===== src/rtl/lfsr_prng_pkg.sv =====
// Shared types and constants for the lfsr_prng block: FSM encoding, default tap
// masks and the step-counter width helper.
package lfsr_prng_pkg;

  typedef enum logic [1:0] {
    IDLE  = 2'd0,
    SHIFT = 2'd1,
    VALID = 2'd2
  } fsm_t;

  localparam logic [7:0]  TAPS_8  = 8'hB8;
  localparam logic [15:0] TAPS_16 = 16'hB400;
  localparam logic [31:0] TAPS_32 = 32'hA3000000;

  // Counter must hold values 0..STEPS.
  function automatic int cnt_width(input int steps);
    return $clog2(steps + 1);
  endfunction

endpackage


===== src/rtl/lfsr_prng_step.sv =====
// One Fibonacci LFSR shift: feedback is the XOR of the tapped state bits,
// shifted in at bit 0.
module lfsr_prng_step #(
  parameter int               WIDTH = 16,
  parameter logic [WIDTH-1:0] TAPS  = 16'hB400
) (
  input  logic [WIDTH-1:0] cur,
  output logic [WIDTH-1:0] nxt
);

  assign nxt = {cur[WIDTH-2:0], ^(cur & TAPS)};

endmodule


===== src/rtl/lfsr_prng.sv =====
// Parametrised LFSR pseudo-random generator with seed load and valid/ready output.
// Optional period detector enabled by defining LFSR_PRNG_PERIOD_CHK_EN.
module lfsr_prng
  import lfsr_prng_pkg::*;
#(
  parameter int               WIDTH        = 16,
  parameter logic [WIDTH-1:0] TAPS         = TAPS_16,
  parameter int               STEPS        = 1,
  parameter logic [WIDTH-1:0] SEED_DEFAULT = WIDTH'(1)
) (
  input  logic             clk,
  input  logic             rst_n,
  input  logic             en,
  input  logic             seed_load,
  input  logic [WIDTH-1:0] seed_in,
  output logic             out_valid,
  input  logic             out_ready,
  output logic [WIDTH-1:0] out_data,
  output logic             busy,
  output logic [1:0]       fsm_state
`ifdef LFSR_PRNG_PERIOD_CHK_EN
  ,
  output logic             period_wrap
`endif
);

  // Handshake: a draw is transferred on a rising clk edge where out_valid and
  // out_ready are both high and seed_load is low; out_data is stable while
  // out_valid is high, and out_ready is ignored while out_valid is low.

  localparam int            CW   = cnt_width(STEPS);
  localparam logic [CW-1:0] LAST = CW'(STEPS - 1);

  fsm_t             fsm;
  logic [CW-1:0]    cnt;
  logic [WIDTH-1:0] state;
  logic [WIDTH-1:0] state_nxt;
  logic [WIDTH-1:0] eff_seed;

  lfsr_prng_step #(
    .WIDTH (WIDTH),
    .TAPS  (TAPS)
  ) u_step (
    .cur (state),
    .nxt (state_nxt)
  );

  // An all-zero seed would lock the register, so it is replaced by 1.
  assign eff_seed = (seed_in == '0) ? WIDTH'(1) : seed_in;

  always_ff @(posedge clk or negedge rst_n) begin
    if (!rst_n) begin
      state     <= SEED_DEFAULT;
      fsm       <= IDLE;
      cnt       <= '0;
      out_valid <= 1'b0;
      busy      <= 1'b0;
    end else if (seed_load) begin
      state     <= eff_seed;
      fsm       <= IDLE;
      cnt       <= '0;
      out_valid <= 1'b0;
      busy      <= 1'b0;
    end else begin
      case (fsm)
        IDLE: begin
          if (en) begin
            fsm  <= SHIFT;
            busy <= 1'b1;
            cnt  <= '0;
          end
        end
        SHIFT: begin
          state <= state_nxt;
          if (cnt == LAST) begin
            fsm       <= VALID;
            busy      <= 1'b0;
            out_valid <= 1'b1;
            cnt       <= '0;
          end else begin
            cnt <= cnt + 1'b1;
          end
        end
        VALID: begin
          if (out_ready) begin
            out_valid <= 1'b0;
            if (en) begin
              fsm  <= SHIFT;
              busy <= 1'b1;
            end else begin
              fsm <= IDLE;
            end
          end
        end
        default: begin
          fsm       <= IDLE;
          busy      <= 1'b0;
          out_valid <= 1'b0;
        end
      endcase
    end
  end

  assign out_data  = state;
  assign fsm_state = fsm;

`ifdef LFSR_PRNG_PERIOD_CHK_EN
  logic [WIDTH-1:0] ref_seed;

  always_ff @(posedge clk or negedge rst_n) begin
    if (!rst_n) begin
      ref_seed <= SEED_DEFAULT;
    end else if (seed_load) begin
      ref_seed <= eff_seed;
    end
  end

  assign period_wrap = out_valid && (state == ref_seed);
`endif

endmodule


===== config.mk =====
export PLATFORM = sky130hd
export DESIGN_NAME = lfsr_prng
export DESIGN_NICKNAME = d
export VERILOG_FILES = /design/src/rtl/lfsr_prng_pkg.sv /design/src/rtl/lfsr_prng_step.sv /design/src/rtl/lfsr_prng.sv
export SDC_FILE = /design/constraint.sdc
export NUM_CORES = 1
export LEC_CHECK = 0
export ABC_AREA = 1
export CORE_MARGIN = 2
export CORE_UTILIZATION = 30
export CTS_BUF_LIST = sky130_fd_sc_hd__clkbuf_16
export DETAILED_ROUTE_END_ITERATION = 8
export PLACE_DENSITY = 0.59
export SLEW_MARGIN = 5
export SYNTH_ARGS = -nofsm -noshare
export SYNTH_HDL_FRONTEND = slang
export SYNTH_SLANG_ARGS = --single-unit

===== constraint.sdc =====
create_clock -name clk -period 1.1 [get_ports clk]
set_clock_uncertainty 0.1 [all_clocks]
set_input_delay 0.11 -clock clk [delete_from_list [all_inputs] [get_ports clk]]
set_output_delay 0.11 -clock clk [all_outputs]
set_load 0.01 [all_outputs]

==> flow_metrics.py <==
metrics = {
    "run_status": {
        "status": "finished with violations",
        "violations": "setup timing",
    },
    "clock_network": {
        "clock-sinks": 20,
        "clock_latency_ns": 0.25,
        "clock_tree_from_tritoncts": "yes",
        "clock_buffer_depth": 2,
        "cts_root_buf": "sky130_fd_sc_hd__clkbuf_16",
        "tritoncts.num_buffers": 3,
        "cts.clk_slew.worst_paths_ns": 0.06,
        "cts_htree_levels": 1,
    },
    "cells_and_area": {
        "fin_nets": 229,
        "layout_cells_excl_fill": 253,
        "design_area_um2": 1800,
        "flow.area_growth_from_synthesis_pct": 73.5,
        "layout-drive-gt1-share_pct": 32.9,
        "antenna_cells": 0,
        "fillers": 339,
    },
    "sta": {
        "total_count_of_max_transition_violations_in_the_final_report": 0,
        "hold_slack_ns": 0.0993,
        "max_freq_ghz": 0.810,
        "max_slew.worst_pin.slew_ns": 0.291,
        "final_hold_viol_count": 0,
        "postLayoutSetupSlackWorst_ns": -0.135,
        "slew-limit-headroom_pct": 80.6,
        "layout_min_cycle_time_ns": 1.23,
        "setup-tns-final_ns": -1.07,
        "grt_setup_unrepaired": "true",
        "fin_crit_sh_pct": 112,
        "report.final.setup_viol": 17,
    },
    "placed_design": {
        "half_perimeter_wire_length_of_the_detailed_placement_result_mm": 2.33,
        "gpl.final_weighted_congestion": 0.825,
        "buffer_ports.inserted": 40,
        "pre_cts_slack_ns": -0.356,
        "number_of_cells_in_the_design_after_placement": 243,
        "post_dp_cell_area_um2": 1710,
    },
    "run": {
        "total_of_max_cap_violations": 0,
    },
    "critical_path": {
        "worstSetupEndpointType": "register",
        "crit_slowest_cell": "sky130_fd_sc_hd__dfrtp_1",
        "cpMostUsedCell": "sky130_fd_sc_hd__buf_4",
        "critical-path-top-delay-family": "buffers and inverters",
        "timing_worst_setup_path_type": "reg2reg",
        "worst-r2r-setup-slack_ns": -0.13,
        "worst_r2r_startpoint": "fsm_state[1]",
        "critical_path.max_fanout": 5,
        "critical_path.cell_chain": "inv_2 > a21oi_4 > buf_4 > buf_4 > nand2_1 > nand3_1",
        "worst-r2r-cell-count": 6,
        "crit_required_ns": 1.13,
        "critical_path_arrival_ns": 1.26,
        "crit_buf_inv": 3,
        "worst_setup_path_start_kind": "register",
        "r2r_end": "out_data[1]",
        "critPathMaxStageDelay_ns": 0.40,
    },
    "yosys": {
        "yosys.area.top_type": "sky130_fd_sc_hd__dfrtp_1",
        "syn_inst": 130,
        "syn_nets": 151,
        "synthesis.area_per_instance_um2": 8.00,
        "ys_top_cells_by_area": "sky130_fd_sc_hd__dfrtp_1 46%, sky130_fd_sc_hd__nand2_1 16%, sky130_fd_sc_hd__nor2_1 7.6%, sky130_fd_sc_hd__nand3_1 4.3%, sky130_fd_sc_hd__buf_6 4.3%",
        "synth_cell_type_count": 19,
        "synthesis.yosys.warnings": 0,
        "synth_seq_area_share_pct": 48.3,
        "synth.ff_latch_count": 20,
        "netlist_area_um2": 1040,
        "synth_top_area_share_pct": 45.7,
    },
    "die": {
        "io_count": 41,
        "std_cell_rows": 21,
        "die_y_um": 62.9,
        "die_w_um": 62.9,
        "die-area_um2": 3950,
        "initial_core_util_pct": 31.2,
        "fp.coreArea_um2": 3340,
    },
    "detailed_routing": {
        "route.detailed.vias_per_inst": 4.63,
        "route.vias.total": 1172,
        "ant_nets": 0,
        "route.detailed.wl_per_inst_um": 12.6,
        "drtPass1Iterations": 4,
        "drt-total-wl_mm": 3.18,
        "drt_iter0_drc": 37,
        "top_signal_layer_used": "met4",
        "met2RoutedLength_mm": 1.55,
        "drc": 0,
        "route.met3.wl_um": 156,
        "m1WireLength_mm": 1.40,
    },
    "hold_path": {
        "worstHoldPathType": "in2async",
    },
    "grt": {
        "largest_net_degree_at_the_start_of_global_routing": 21,
        "grt_pass1_vias": 1177,
        "initial_antenna_violation_count": 0,
        "grt_overflow_total": 0,
        "grtUsageTotal_pct": 16.5,
        "grt_pass1_wl_mm": 5.19,
    },
    "pwr": {
        "max-vdd-ir-drop_mv": 0.548,
        "power_density_over_the_cells_nw_per_um2": 1300,
        "power_leakage_nw": 0.891,
    },
}
==> metrics by stage <==
stage	utilization (%)	total power [mW]
2_1_floorplan	-	1.14
3_3_place_gp	51.3	1.59
3_5_place_dp	51.3	1.60
4_1_cts	54.9	2.36
5_1_grt	54.1	2.45
6_report	54.1	2.34
==> cell families after synthesis <==
family | count (synthesis) | share of synthesized area [%]
AO/OA/AOI/OAI | 14 | 9.75
flip-flops | 20 | 48.3
buffers and inverters | 15 | 8.66
AND/OR/NAND/NOR | 81 | 33.3
==> synth_stat cells (all sizes together) <==
library cell,number
buf,5
a22oi,2
o22ai,4
o221ai,2
o21ai,2
a21oi,3
nor2,21
nand3,10
nand4,7
dfrtp,19
dfstp,1
nand2,43
inv,10
o31ai,1
==> worst reg2reg max path, delay by kind of cell (launching register included) <==
kind,cells,cell delay (ns)
flip-flops,1,0.40
AO/OA/AOI/OAI,1,0.09
buffers and inverters,3,0.41
AND/OR/NAND/NOR,2,0.11
==> worst max path at each step <==
| stage | depth (start not counted) | endpoint | from |
|---|---|---|---|
| CTS | 4 | out_data[2] | fsm_state[0] |
| global route | 6 | out_data[1] | fsm_state[1] |
| detailed placement | 5 | out_data[2] | seed_load |
| floorplan | 5 | out_data[10] | fsm_state[1] |
| global placement | 5 | out_data[10] | seed_load |
| finish | 6 | out_data[1] | fsm_state[1] |
==> cells in the final DEF, fill, tap and decap left out, types with 6 or more instances in the layout <==
cell                               n
sky130_fd_sc_hd__clkdlybuf4s50_1  19
sky130_fd_sc_hd__clkdlybuf4s15_1   6
sky130_fd_sc_hd__nand3_1           9
sky130_fd_sc_hd__dfrtp_1          18
sky130_fd_sc_hd__buf_4            33
sky130_fd_sc_hd__inv_1             7
sky130_fd_sc_hd__nand2_1          41
sky130_fd_sc_hd__clkbuf_2          9
sky130_fd_sc_hd__nor2_1           20
sky130_fd_sc_hd__nand4_1           7
==> state kept, by name, indices dropped and copies added, names as in the netlist <==
register,flops
out_valid,1
out_data,16
busy,1
fsm_state,2
==> what timing repair did <==
| action | in CTS | in global routing |
|---|---|---|
| pin swaps | 10 | 4 |
| buffers inserted | 3 | 3 |
| gates resized for setup | 54 | 19 |
| hold buffers | 0 | 0 |
| endpoints found under the setup margin | 39 | 33 |
==> layer usage <==
| metal | GRT usage (%) | vias to the layer above |
|---|---|---|
| met3 | 3.42 | 6 |
| met1 | 20.8 | 543 |
| met5 | 0 | - |
| met4 | 7.78 | 0 |
| li1 | - | 582 |
| met2 | 27.0 | 41 |
==> where the power goes <==
group	leakage [nW]	total [mW]	switching (mW)	internal (mW)
Sequential	0.240	0.877	0.0551	0.821
Clock	0.0423	0.762	0.278	0.484
Combinational	0.609	0.705	0.318	0.387
==> area by class of cell <==
type                    instances  area, um2  share of cell area [%]
repair buffers                 78        663                    36.8
flip-flops and latches         20        503                    27.9
multi-input cells              95        464                    25.7
clock buffers                   3       75.1                    4.16
well taps                      46       57.6                    3.19
inverters                      10       37.5                    2.08
clock inverters                 1       3.75                   0.208
Note: power is estimated with default switching activity, not from simulation.
